### src/rtl/alu_pkg.sv
// Shared constants for the ID/EX ALU issue stage: ALU select codes, opcode/funct
// values, operand-source selects and the default widths.
package alu_pkg;

    localparam int DEF_DATA_WIDTH = 32;
    localparam int DEF_SEL_WIDTH  = 4;
    localparam int DEF_REG_ADDR_W = 5;

    localparam logic [3:0] ALU_ADD = 4'b0000;
    localparam logic [3:0] ALU_SUB = 4'b0001;
    localparam logic [3:0] ALU_AND = 4'b0010;
    localparam logic [3:0] ALU_OR  = 4'b0011;
    localparam logic [3:0] ALU_NOR = 4'b0100;
    localparam logic [3:0] ALU_XOR = 4'b0101;
    localparam logic [3:0] ALU_SLT = 4'b0110;
    localparam logic [3:0] ALU_SLL = 4'b0111;
    localparam logic [3:0] ALU_SRL = 4'b1000;
    localparam logic [3:0] ALU_SGT = 4'b1001;

    localparam logic [5:0] OP_RTYPE = 6'b000000;
    localparam logic [5:0] OP_BEQ   = 6'b000100;
    localparam logic [5:0] OP_ADDI  = 6'b001000;
    localparam logic [5:0] OP_ADDIU = 6'b001001;
    localparam logic [5:0] OP_SLTI  = 6'b001010;
    localparam logic [5:0] OP_ANDI  = 6'b001100;
    localparam logic [5:0] OP_ORI   = 6'b001101;
    localparam logic [5:0] OP_XORI  = 6'b001110;
    localparam logic [5:0] OP_LW    = 6'b100011;
    localparam logic [5:0] OP_SW    = 6'b101011;

    localparam logic [5:0] FN_SLL  = 6'b000000;
    localparam logic [5:0] FN_SRL  = 6'b000010;
    localparam logic [5:0] FN_ADD  = 6'b100000;
    localparam logic [5:0] FN_ADDU = 6'b100001;
    localparam logic [5:0] FN_SUB  = 6'b100010;
    localparam logic [5:0] FN_SUBU = 6'b100011;
    localparam logic [5:0] FN_AND  = 6'b100100;
    localparam logic [5:0] FN_OR   = 6'b100101;
    localparam logic [5:0] FN_XOR  = 6'b100110;
    localparam logic [5:0] FN_NOR  = 6'b100111;
    localparam logic [5:0] FN_SLT  = 6'b101010;
    localparam logic [5:0] FN_SGT  = 6'b101100;

    typedef enum logic [1:0] {
        OP1_ZERO = 2'd0,
        OP1_RS   = 2'd1,
        OP1_RT   = 2'd2
    } op1Sel_e;

    typedef enum logic [1:0] {
        OP2_ZERO = 2'd0,
        OP2_RT   = 2'd1,
        OP2_SEXT = 2'd2,
        OP2_ZEXT = 2'd3
    } op2Sel_e;

endpackage

### src/rtl/alu_decode.sv
// Combinational instruction decoder: produces the ALU select, operand-source
// selects, destination register and write/memory/illegal control bits.
module alu_decode
    import alu_pkg::*;
#(
    parameter int SEL_WIDTH  = DEF_SEL_WIDTH,
    parameter int REG_ADDR_W = DEF_REG_ADDR_W
) (
    input  logic [31:0]           i_instr,
    output logic [SEL_WIDTH-1:0]  o_opsel,
    output logic [1:0]            o_op1Sel,
    output logic [1:0]            o_op2Sel,
    output logic [REG_ADDR_W-1:0] o_rdAddr,
    output logic                  o_regWrite,
    output logic                  o_memRead,
    output logic                  o_memWrite,
    output logic                  o_illegal
);

    logic [5:0] w_opcode;
    logic [5:0] w_funct;
    logic [3:0] w_opsel;
    logic [1:0] w_op1Sel;
    logic [1:0] w_op2Sel;
    logic [4:0] w_rd;
    logic       w_regWrite;
    logic       w_memRead;
    logic       w_memWrite;
    logic       w_illegal;
    logic       w_unusedFields;

    assign w_opcode       = i_instr[31:26];
    assign w_funct        = i_instr[5:0];
    assign w_unusedFields = ^{i_instr[25:21], i_instr[10:6]};

    always_comb begin
        w_opsel    = ALU_ADD;
        w_op1Sel   = OP1_ZERO;
        w_op2Sel   = OP2_ZERO;
        w_rd       = 5'd0;
        w_regWrite = 1'b0;
        w_memRead  = 1'b0;
        w_memWrite = 1'b0;
        w_illegal  = 1'b0;

        case (w_opcode)
            OP_RTYPE: begin
                w_op1Sel   = OP1_RS;
                w_op2Sel   = OP2_RT;
                w_rd       = i_instr[15:11];
                w_regWrite = 1'b1;
                case (w_funct)
                    FN_ADD, FN_ADDU: w_opsel = ALU_ADD;
                    FN_SUB, FN_SUBU: w_opsel = ALU_SUB;
                    FN_AND:          w_opsel = ALU_AND;
                    FN_OR:           w_opsel = ALU_OR;
                    FN_XOR:          w_opsel = ALU_XOR;
                    FN_NOR:          w_opsel = ALU_NOR;
                    FN_SLT:          w_opsel = ALU_SLT;
                    FN_SGT:          w_opsel = ALU_SGT;
                    // Shifts take the value from rt; the ALU picks shamt out of op2[10:6].
                    FN_SLL: begin
                        w_opsel  = ALU_SLL;
                        w_op1Sel = OP1_RT;
                        w_op2Sel = OP2_ZEXT;
                    end
                    FN_SRL: begin
                        w_opsel  = ALU_SRL;
                        w_op1Sel = OP1_RT;
                        w_op2Sel = OP2_ZEXT;
                    end
                    default: w_illegal = 1'b1;
                endcase
            end
            OP_ADDI, OP_ADDIU: begin
                w_op2Sel   = OP2_SEXT;
                w_regWrite = 1'b1;
            end
            OP_SLTI: begin
                w_opsel    = ALU_SLT;
                w_op2Sel   = OP2_SEXT;
                w_regWrite = 1'b1;
            end
            OP_ANDI: begin
                w_opsel    = ALU_AND;
                w_op2Sel   = OP2_ZEXT;
                w_regWrite = 1'b1;
            end
            OP_ORI: begin
                w_opsel    = ALU_OR;
                w_op2Sel   = OP2_ZEXT;
                w_regWrite = 1'b1;
            end
            OP_XORI: begin
                w_opsel    = ALU_XOR;
                w_op2Sel   = OP2_ZEXT;
                w_regWrite = 1'b1;
            end
            OP_LW: begin
                w_op2Sel   = OP2_SEXT;
                w_memRead  = 1'b1;
                w_regWrite = 1'b1;
            end
            OP_SW: begin
                w_op2Sel   = OP2_SEXT;
                w_memWrite = 1'b1;
            end
            OP_BEQ: begin
                w_opsel  = ALU_SUB;
                w_op2Sel = OP2_RT;
            end
            default: w_illegal = 1'b1;
        endcase

        if (w_opcode != OP_RTYPE) begin
            w_op1Sel = OP1_RS;
            w_rd     = i_instr[20:16];
        end

        // Undecodable words issue as a harmless ADD of zeros with no side effects.
        if (w_illegal) begin
            w_opsel    = ALU_ADD;
            w_op1Sel   = OP1_ZERO;
            w_op2Sel   = OP2_ZERO;
            w_rd       = 5'd0;
            w_regWrite = 1'b0;
            w_memRead  = 1'b0;
            w_memWrite = 1'b0;
        end

        if (w_rd == 5'd0) begin
            w_regWrite = 1'b0;
        end
    end

    assign o_opsel    = SEL_WIDTH'(w_opsel);
    assign o_op1Sel   = w_op1Sel;
    assign o_op2Sel   = w_op2Sel;
    assign o_rdAddr   = REG_ADDR_W'(w_rd);
    assign o_regWrite = w_regWrite;
    assign o_memRead  = w_memRead;
    assign o_memWrite = w_memWrite;
    assign o_illegal  = w_illegal;

endmodule

### src/rtl/alu_issue_stage.sv
// ID/EX issue stage: decodes, builds ALU operands and registers them with stall/flush.
// Define ALU_ISSUE_FWD_EN to add the EX/MEM forwarding ports (fwd_valid/fwd_rd/fwd_data).
module alu_issue_stage
    import alu_pkg::*;
#(
    parameter int DATA_WIDTH = DEF_DATA_WIDTH,
    parameter int SEL_WIDTH  = DEF_SEL_WIDTH,
    parameter int REG_ADDR_W = DEF_REG_ADDR_W
) (
    input  logic                  clk,
    input  logic                  rst,
    input  logic                  id_valid,
    input  logic [31:0]           id_instr,
    input  logic [DATA_WIDTH-1:0] id_rs_data,
    input  logic [DATA_WIDTH-1:0] id_rt_data,
`ifdef ALU_ISSUE_FWD_EN
    input  logic                  fwd_valid,
    input  logic [REG_ADDR_W-1:0] fwd_rd,
    input  logic [DATA_WIDTH-1:0] fwd_data,
`endif
    input  logic                  stall,
    input  logic                  flush,
    output logic                  ex_valid,
    output logic [SEL_WIDTH-1:0]  ex_opsel,
    output logic [DATA_WIDTH-1:0] ex_operand1,
    output logic [DATA_WIDTH-1:0] ex_operand2,
    output logic [REG_ADDR_W-1:0] ex_rd_addr,
    output logic                  ex_reg_write,
    output logic                  ex_mem_read,
    output logic                  ex_mem_write,
    output logic                  ex_illegal,
    output logic [15:0]           illegal_cnt
);

    logic [SEL_WIDTH-1:0]  w_opsel;
    logic [1:0]            w_op1Sel;
    logic [1:0]            w_op2Sel;
    logic [REG_ADDR_W-1:0] w_rdAddr;
    logic                  w_regWrite;
    logic                  w_memRead;
    logic                  w_memWrite;
    logic                  w_illegal;
    logic [DATA_WIDTH-1:0] w_rsData;
    logic [DATA_WIDTH-1:0] w_rtData;
    logic [DATA_WIDTH-1:0] w_sextImm;
    logic [DATA_WIDTH-1:0] w_zextImm;
    logic [DATA_WIDTH-1:0] w_operand1;
    logic [DATA_WIDTH-1:0] w_operand2;
    logic                  w_load;

    logic                  r_valid;
    logic [SEL_WIDTH-1:0]  r_opsel;
    logic [DATA_WIDTH-1:0] r_operand1;
    logic [DATA_WIDTH-1:0] r_operand2;
    logic [REG_ADDR_W-1:0] r_rdAddr;
    logic                  r_regWrite;
    logic                  r_memRead;
    logic                  r_memWrite;
    logic                  r_illegal;
    logic [15:0]           r_illegalCnt;

    alu_decode #(
        .SEL_WIDTH (SEL_WIDTH),
        .REG_ADDR_W(REG_ADDR_W)
    ) u_decode (
        .i_instr   (id_instr),
        .o_opsel   (w_opsel),
        .o_op1Sel  (w_op1Sel),
        .o_op2Sel  (w_op2Sel),
        .o_rdAddr  (w_rdAddr),
        .o_regWrite(w_regWrite),
        .o_memRead (w_memRead),
        .o_memWrite(w_memWrite),
        .o_illegal (w_illegal)
    );

`ifdef ALU_ISSUE_FWD_EN
    logic [REG_ADDR_W-1:0] w_rsAddr;
    logic [REG_ADDR_W-1:0] w_rtAddr;

    assign w_rsAddr = REG_ADDR_W'(id_instr[25:21]);
    assign w_rtAddr = REG_ADDR_W'(id_instr[20:16]);
    // Register 0 is hardwired, so a result aimed at it must never be forwarded.
    assign w_rsData = (fwd_valid && (fwd_rd != '0) && (fwd_rd == w_rsAddr)) ? fwd_data : id_rs_data;
    assign w_rtData = (fwd_valid && (fwd_rd != '0) && (fwd_rd == w_rtAddr)) ? fwd_data : id_rt_data;
`else
    assign w_rsData = id_rs_data;
    assign w_rtData = id_rt_data;
`endif

    assign w_sextImm = {{(DATA_WIDTH-16){id_instr[15]}}, id_instr[15:0]};
    assign w_zextImm = {{(DATA_WIDTH-16){1'b0}}, id_instr[15:0]};

    always_comb begin
        w_operand1 = '0;
        case (w_op1Sel)
            OP1_RS:  w_operand1 = w_rsData;
            OP1_RT:  w_operand1 = w_rtData;
            default: w_operand1 = '0;
        endcase
    end

    always_comb begin
        w_operand2 = '0;
        case (w_op2Sel)
            OP2_RT:   w_operand2 = w_rtData;
            OP2_SEXT: w_operand2 = w_sextImm;
            OP2_ZEXT: w_operand2 = w_zextImm;
            default:  w_operand2 = '0;
        endcase
    end

    assign w_load = !flush && !stall;

    // Flush only kills the control bits; the data fields simply hold.
    always_ff @(posedge clk) begin
        if (rst) begin
            r_valid    <= 1'b0;
            r_opsel    <= '0;
            r_operand1 <= '0;
            r_operand2 <= '0;
            r_rdAddr   <= '0;
            r_regWrite <= 1'b0;
            r_memRead  <= 1'b0;
            r_memWrite <= 1'b0;
            r_illegal  <= 1'b0;
        end else if (flush) begin
            r_valid    <= 1'b0;
            r_regWrite <= 1'b0;
            r_memRead  <= 1'b0;
            r_memWrite <= 1'b0;
            r_illegal  <= 1'b0;
        end else if (!stall) begin
            r_valid    <= id_valid;
            r_opsel    <= w_opsel;
            r_operand1 <= w_operand1;
            r_operand2 <= w_operand2;
            r_rdAddr   <= w_rdAddr;
            r_regWrite <= id_valid && w_regWrite;
            r_memRead  <= id_valid && w_memRead;
            r_memWrite <= id_valid && w_memWrite;
            r_illegal  <= id_valid && w_illegal;
        end
    end

    always_ff @(posedge clk) begin
        if (rst) begin
            r_illegalCnt <= '0;
        end else if (w_load && id_valid && w_illegal && (r_illegalCnt != 16'hFFFF)) begin
            r_illegalCnt <= r_illegalCnt + 16'd1;
        end
    end

    assign ex_valid     = r_valid;
    assign ex_opsel     = r_opsel;
    assign ex_operand1  = r_operand1;
    assign ex_operand2  = r_operand2;
    assign ex_rd_addr   = r_rdAddr;
    assign ex_reg_write = r_regWrite;
    assign ex_mem_read  = r_memRead;
    assign ex_mem_write = r_memWrite;
    assign ex_illegal   = r_illegal;
    assign illegal_cnt  = r_illegalCnt;

endmodule
### config.mk
export PLATFORM = sky130hd
export DESIGN_NAME = alu_issue_stage
export DESIGN_NICKNAME = d
export VERILOG_FILES = /design/src/rtl/alu_pkg.sv /design/src/rtl/alu_decode.sv /design/src/rtl/alu_issue_stage.sv
export SDC_FILE = /design/constraint.sdc
export NUM_CORES = 1
export LEC_CHECK = 0
export BUFFER_PORTS_ARGS = -buffer_cell sky130_fd_sc_hd__buf_2
export CAP_MARGIN = 40
export CELL_PAD_IN_SITES_DETAIL_PLACEMENT = 0
export CELL_PAD_IN_SITES_GLOBAL_PLACEMENT = 1
export CORE_AREA = 2 2 114 116
export CTS_CLUSTER_DIAMETER = 80
export DETAILED_ROUTE_END_ITERATION = 6
export DIE_AREA = 0 0 116 118
export PLACE_DENSITY_LB_ADDON = 0.3
export SETUP_SLACK_MARGIN = 0.4
export SLEW_MARGIN = 15
export SYNTH_ARGS = -nofsm -noshare
export SYNTH_HDL_FRONTEND = slang
export SYNTH_SLANG_ARGS = --single-unit
### constraint.sdc
create_clock -name clk -period 7.2 [get_ports clk]
set_clock_uncertainty 0.15 [all_clocks]
set_input_delay 2.16 -clock clk [delete_from_list [all_inputs] [get_ports clk]]
set_output_delay 2.16 -clock clk [all_outputs]
set_load 0.05 [all_outputs]
# Word level (Yosys, flattened, before mapping)

Index checks and enable logic that the tools add are counted.

Bits in registers: 94
Input bits: 101
Output and inout port bits: 94

Add/subtract/negate cells: 1
Equal/unequal tests: 26
Muxes and demuxes: 24
Bitwise logic cells: 2
Reductions and logical operators: 23

Operators by type and width:

| operator                | count |
|---|---|
| $pmux W32 S3            | 1 |
| $eq A6 B6 Y1 const B    | 12 |
| $pmux W32 S2            | 1 |
| $eq A6 B4 Y1 const B    | 6 |
| $pmux W4 S9             | 1 |
| $pmux W4 S6             | 1 |
| $add A16 B1 Y16 const B | 1 |
| $ne A16 B16 Y1 const B  | 1 |
| $mux W5                 | 3 |
| $logic_not A6 Y1        | 2 |
| $mux W2                 | 6 |
| $reduce_or A12 Y1       | 1 |
| $reduce_or A9 Y1        | 1 |
| $logic_and A1 B1 Y1     | 8 |
| $mux W1                 | 8 |
| $pmux W2 S4             | 1 |
| $reduce_or A8 Y1        | 1 |
| $eq A2 B2 Y1 const B    | 3 |
| $eq A6 B2 Y1 const B    | 1 |
| $eq A6 B3 Y1 const B    | 1 |
| $reduce_bool A6 Y1      | 1 |
| $reduce_or A2 Y1        | 3 |
| $logic_not A5 Y1        | 1 |
| $reduce_or A5 Y1        | 1 |
| 7 further kinds         | 10 |

# Logic depth before layout (Yosys ltp)

Depth after elaboration: 8
Depth in mapped cells: 14
Gate-level depth less buffers: 11

# Hierarchy

Synthesis repeated with hierarchy kept, for this count alone.

Cells, all modules: 550
Area total of the unflattened synthesis: 4553.1 sq um

Modules (own cells, without submodules):

| module          | instances | cells an instance | area an instance (sq um) |
|---|---|---|---|
| alu_issue_stage | 1         | 456               | 3962.6 |
| alu_decode      | 1         | 94                | 590.6 |

# Worst setup path before layout

No wires, ideal clock.

Path type: input-to-reg
From: in id_instr[27]
To: reg r_operand1[10] (netlist: ex_operand1[10])
Setup time: 0.066 ns
Data arrival time: 4.554 ns
Data required time: 6.984 ns
Setup slack: 2.430 ns
Cell stages on the path: 12
Cells stage by stage: buf_2 > or3_4 > or3_1 > buf_2 > o21bai_1 > nand2_1 > nor2_1 > ha_1 > nor2_1 > clkbuf_1 > a22oi_1 > nor2_1

Cells in the longest elaborated chain, start to end: 6

Ends and longest elaborated chain:

| what                                                         | RTL line                            | text |
|---|---|---|
| from (decl)                                                  | alu_issue_stage.sv:13               | `input logic [31:0] id_instr,` |
| $eq A6 B4 Y1 (tied with other cells)                         | alu_decode.sv:46                    | `case (w_opcode)` |
| $reduce_or A9 Y1 (no source line) or $mux W2 (tied branches) | --                                  |  |
| $pmux W1 S2 or $mux W2 (tied branches)                       | alu_decode.sv:46, alu_decode.sv:115 |  |
| $mux W2 *                                                    | alu_decode.sv:121                   | `if (w_illegal) begin` |
| $eq A2 B2 Y1 or $eq A2 B1 Y1 (tied branches)                 | alu_issue_stage.sv:96               | `case (w_op1Sel)` |
| $pmux W32 S2 *                                               | alu_issue_stage.sv:96               |  |
| to (signal assigned)                                         | alu_issue_stage.sv:136              | `r_operand1 <= w_operand1;` |
| to (decl)                                                    | alu_issue_stage.sv:53               | `logic [DATA_WIDTH-1:0] r_operand1;` |

Every way passes the cells marked *; elsewhere a longest branch is shown, timed or not.
A chain may end at the register's enable or synchronous reset.

# Final worst setup path

From: in id_instr[26]
To: reg r_operand1[22] (netlist: ex_operand1[22])

The elaborated chain is that of the path after synthesis.

==> parameters.txt <==
Parameter                              Value

Synth
  Fraction of synthesized cell area taken by the top area cell type    41.8%
  Post-synthesis cell type with the largest combined area    dfxtp_1
  Netlist cell types    65
  Cell count after synthesis    496
  Fraction of registers with async set/reset    0%
  Leading post-synthesis cells by instance count    dfxtp_1, nor2_1, a22o_1, clkbuf_1, a22oi_1
  Area of the mapped netlist    4500 um2
  Top-count cell post-synth    dfxtp_1
  Flip-flop cell with the highest count after synthesis    dfxtp_1
  Synth Warn #    0
  Sequential-to-total area share from yosys stat    41.8%
  Largest cells by area after synthesis    dfxtp_1, a22o_1, a22oi_1, nor2_1, a221o_1
  Number of enable-type register cells in the synthesized netlist    0
  #FFs+latches synth    94
  Synthesized area per cell    9.07 um2
  Post-synth net total    600

Layout
  Layout filler cell count    1254
  Core occupancy in the finished layout    47.2%
  Footprint of the multi-input gates    2360 um2
  FF/Latch Area    1880 um2
  Layout cells sized above 1    36.0%
  # nets final    762
  Synth-to-Final Area Change    30.3%
  Post-route cell area    5860 um2

CTS
  TritonCTS Buffers    9
  H-tree Lvls    3
  Insertion delay of the later-clocked pin in the worst-skew pair    0.33 ns
  CTS sink count    94
  Buffers inserted by post-CTS timing repair    0
  CTS tree    built
  Clock-pin slew reported for the worst setup and hold paths after clock tree synthesis    0.06 ns
  Clk root buf    clkbuf_16
  Post-CTS Hold Buffers    0
  Post-CTS sizing    0
  Clock Path Buffers    2

Global routing
  Overflow left after global routing    0
  Maximum number of pins on one net before global-route repair    42
  Global-route usage over all layers    20.0%
  Vias in the first global route    4215
  Antenna violations before repair    2
  Global-route wire length before repair    22.0 mm

Run status
  Status    finished, final reports clean

Pwr
  Proportion of power drawn by combinational gates    12.1%
  Cell internal pwr    0.000843 W
  Worst supply voltage drop on vdd    107 uV
  Cell leakage power    2.71 nW
  P per Cell Area    194 nW/um2
  Net switching fraction of the power    25.8%
  Relative contribution of the clock network to total power    41.4%
  Switching power    0.000293 W
  Part of the power in registers    46.5%

Place
  Port-buffer cells    189
  HPWL after DPL    10.1 mm
  Placement-stage cell area    5560 um2
  Routability-driven placement congestion ratio    0.819
  Setup Slack @ Placement    1.86 ns

Worst setup path
  Worst Reg-to-Reg Cells    7
  Worst Setup Path Type    primary input to register
  Worst-path maximum fanout    21
  Delay contributed by the slowest stage of the critical path    0.60 ns
  Cell Chain, Critical Path    buf_2, or3_4, or3_1, o21bai_1, nand2_1, nor2_1, ha_1, buf_8, a22o_1, a22oi_1, nor2_1
  Critical path data arrival time    5.07 ns
  Worst path slowest cell    or3_1
  Library cell appearing most often on the critical path    nor2_1
  Worst reg2reg path startpoint    illegal_cnt[4]
  Endpoint required time on the critical path    7.24 ns
  Crit path capture type    register
  CP Launch Type    primary input
  Capturing point of the worst reg2reg path    illegal_cnt[1]
  Worst reg-to-reg setup slack    4.86 ns

Hold path
  Worst min-delay path class    register to register
  Worst Min Path Start    ex_rd_addr[1]
  Number of cells traversed by the worst hold path    2
  Worst Hold Endpoint    ex_rd_addr[1]

Routing
  Total DRC errors in the routed layout    0
  Total via count after detailed routing    4513
  Starting DRC count in detailed routing    329
  Post-DR wirelength/cell    16.6 um
  Detailed-route vias per instance    5.39
  Total wire length    13.9 mm
  Antenna violation net count after detailed routing    0
  Count of TritonRoute iterations in the first routing pass    7

Timing
  Unrepaired setup endpoints after global routing    no
  Final hold violations    0
  Max Clk Rate    199 MHz
  Setup TNS    0 ns
  Slew Limit Fails    0
  Final worst-path setup slack    2.16 ns
  Slew at the pin with the worst max-slew slack    0.828 ns
  Worst slew slack as a fraction of its limit    44.8%
  Clock period minus worst slack    5.04 ns
  Period utilisation layout    69.9%
  Final setup violation count    0

Floorplan
  Effective utilization at floorplan    36.2%
  Total die area    13700 um2
  Placement Rows    41
  Placeable core area    12400 um2
  I/O pins    195
  Height of the die    118 um
  Width of the chip    116 um

Flow run
  Max-cap violations    0
routing by layer:
layer	vias up	part of all wire [%]	track usage [%]
met5	-	0	0
met4	0	1.5	7.22
met3	16	6.2	4.07
met2	161	46	30.6
met1	2136	46	27.7
li1	2200	-	-
area by class of cell:
| cell class | count | area share, % |
|---|---|---|
| multi-input cells | 346 | 40.3 |
| flip-flops and latches | 94 | 32.1 |
| repair buffers | 199 | 18.2 |
| clock buffers | 9 | 3.84 |
| well taps | 172 | 3.67 |
| clock inverters | 7 | 1.09 |
| inverters | 8 | 0.598 |
| diodes | 2 | 0.0854 |
worst max path at each step:
| stage | from | to | slack [ns] | depth (start not counted) |
|---|---|---|---|---|
| after global placement | id_instr[26] | ex_operand1[23] | 1.70 | 10 |
| after floorplan | id_instr[27] | ex_operand1[10] | 2.43 | 12 |
| after detailed placement | id_instr[26] | ex_operand1[19] | 1.86 | 11 |
| final | id_instr[26] | ex_operand1[22] | 2.16 | 11 |
| after global routing | id_instr[26] | ex_operand1[21] | 2.01 | 11 |
| after CTS | id_instr[26] | ex_operand1[22] | 2.20 | 11 |
sequential cells by signal, summed over array words and instances (netlist names):
name / cells
ex_illegal: 1
ex_opsel: 4
ex_mem_write: 1
illegal_cnt: 16
ex_mem_read: 1
ex_operand2: 32
ex_reg_write: 1
ex_operand1: 32
ex_rd_addr: 5
ex_valid: 1
cell families (layout without fill, tap and decap cells):
logic type               Yosys count  after routing  synth area share [%]
AND/OR/NAND/NOR                  161            161                  18.4
AO/OA/AOI/OAI                    170            170                  30.5
flip-flops                        94             94                  41.8
multiplexers                       8              8                  1.95
other                              0              2                     0
adder cells (fa/ha/maj)            3              3                 0.835
XOR/XNOR                           4              4                 0.779
buffers and inverters             56            223                  5.70
power by group through the flow:
stage / clock network [W] / logic, W / registers [W]
floorplan: 0 / 0.0000621 / 0.000559
global placement: 0 / 0.000131 / 0.000540
detailed placement: 0 / 0.000136 / 0.000540
CTS: 0.000486 / 0.000137 / 0.000528
global route: 0.000508 / 0.000149 / 0.000529
finish: 0.000470 / 0.000137 / 0.000528
worst max-delay path: cells and delay by family:
kind / cells / cell delay [ns]
adder cells (fa/ha/maj): 1 / 0.38
buffers and inverters: 2 / 0.40
AND/OR/NAND/NOR: 5 / 1.34
AO/OA/AOI/OAI: 3 / 0.77
metrics by stage:
step	std cells	hold WS, ns	total power [W]
2_1_floorplan	496	0.521	0.000621
3_3_place_gp	814	0.296	0.000671
3_5_place_dp	819	0.296	0.000677
4_1_cts	835	0.306	0.00115
5_1_grt	837	0.345	0.00119
6_report	837	0.305	0.00114
cell usage in the layout (no fill, tap or decap), drive strengths merged, types with 2 or more instances in the layout:
cell      n
diode     2
a21oi    16
a31oi     6
buf     199
or2       3
nor2     68
o21ai     5
nand2b    6
o21a      5
ha        3
clkbuf    9
inv       8
nand2    19
and3      3
dfxtp    94
mux2      6
a221oi    8
nor4      3
nand3    10
clkinv    6
nor3     15
a211oi    5
and4      3
nand4     5
nand4b    2
a22o     41
o32ai     2
a21o     12
or3       4
a221o    16
nor2b    10
xnor2     3
nor4b     4
a22oi    35
mux2i     2
and2      2
a31o      5
Note: power is estimated with default switching activity, not from simulation.
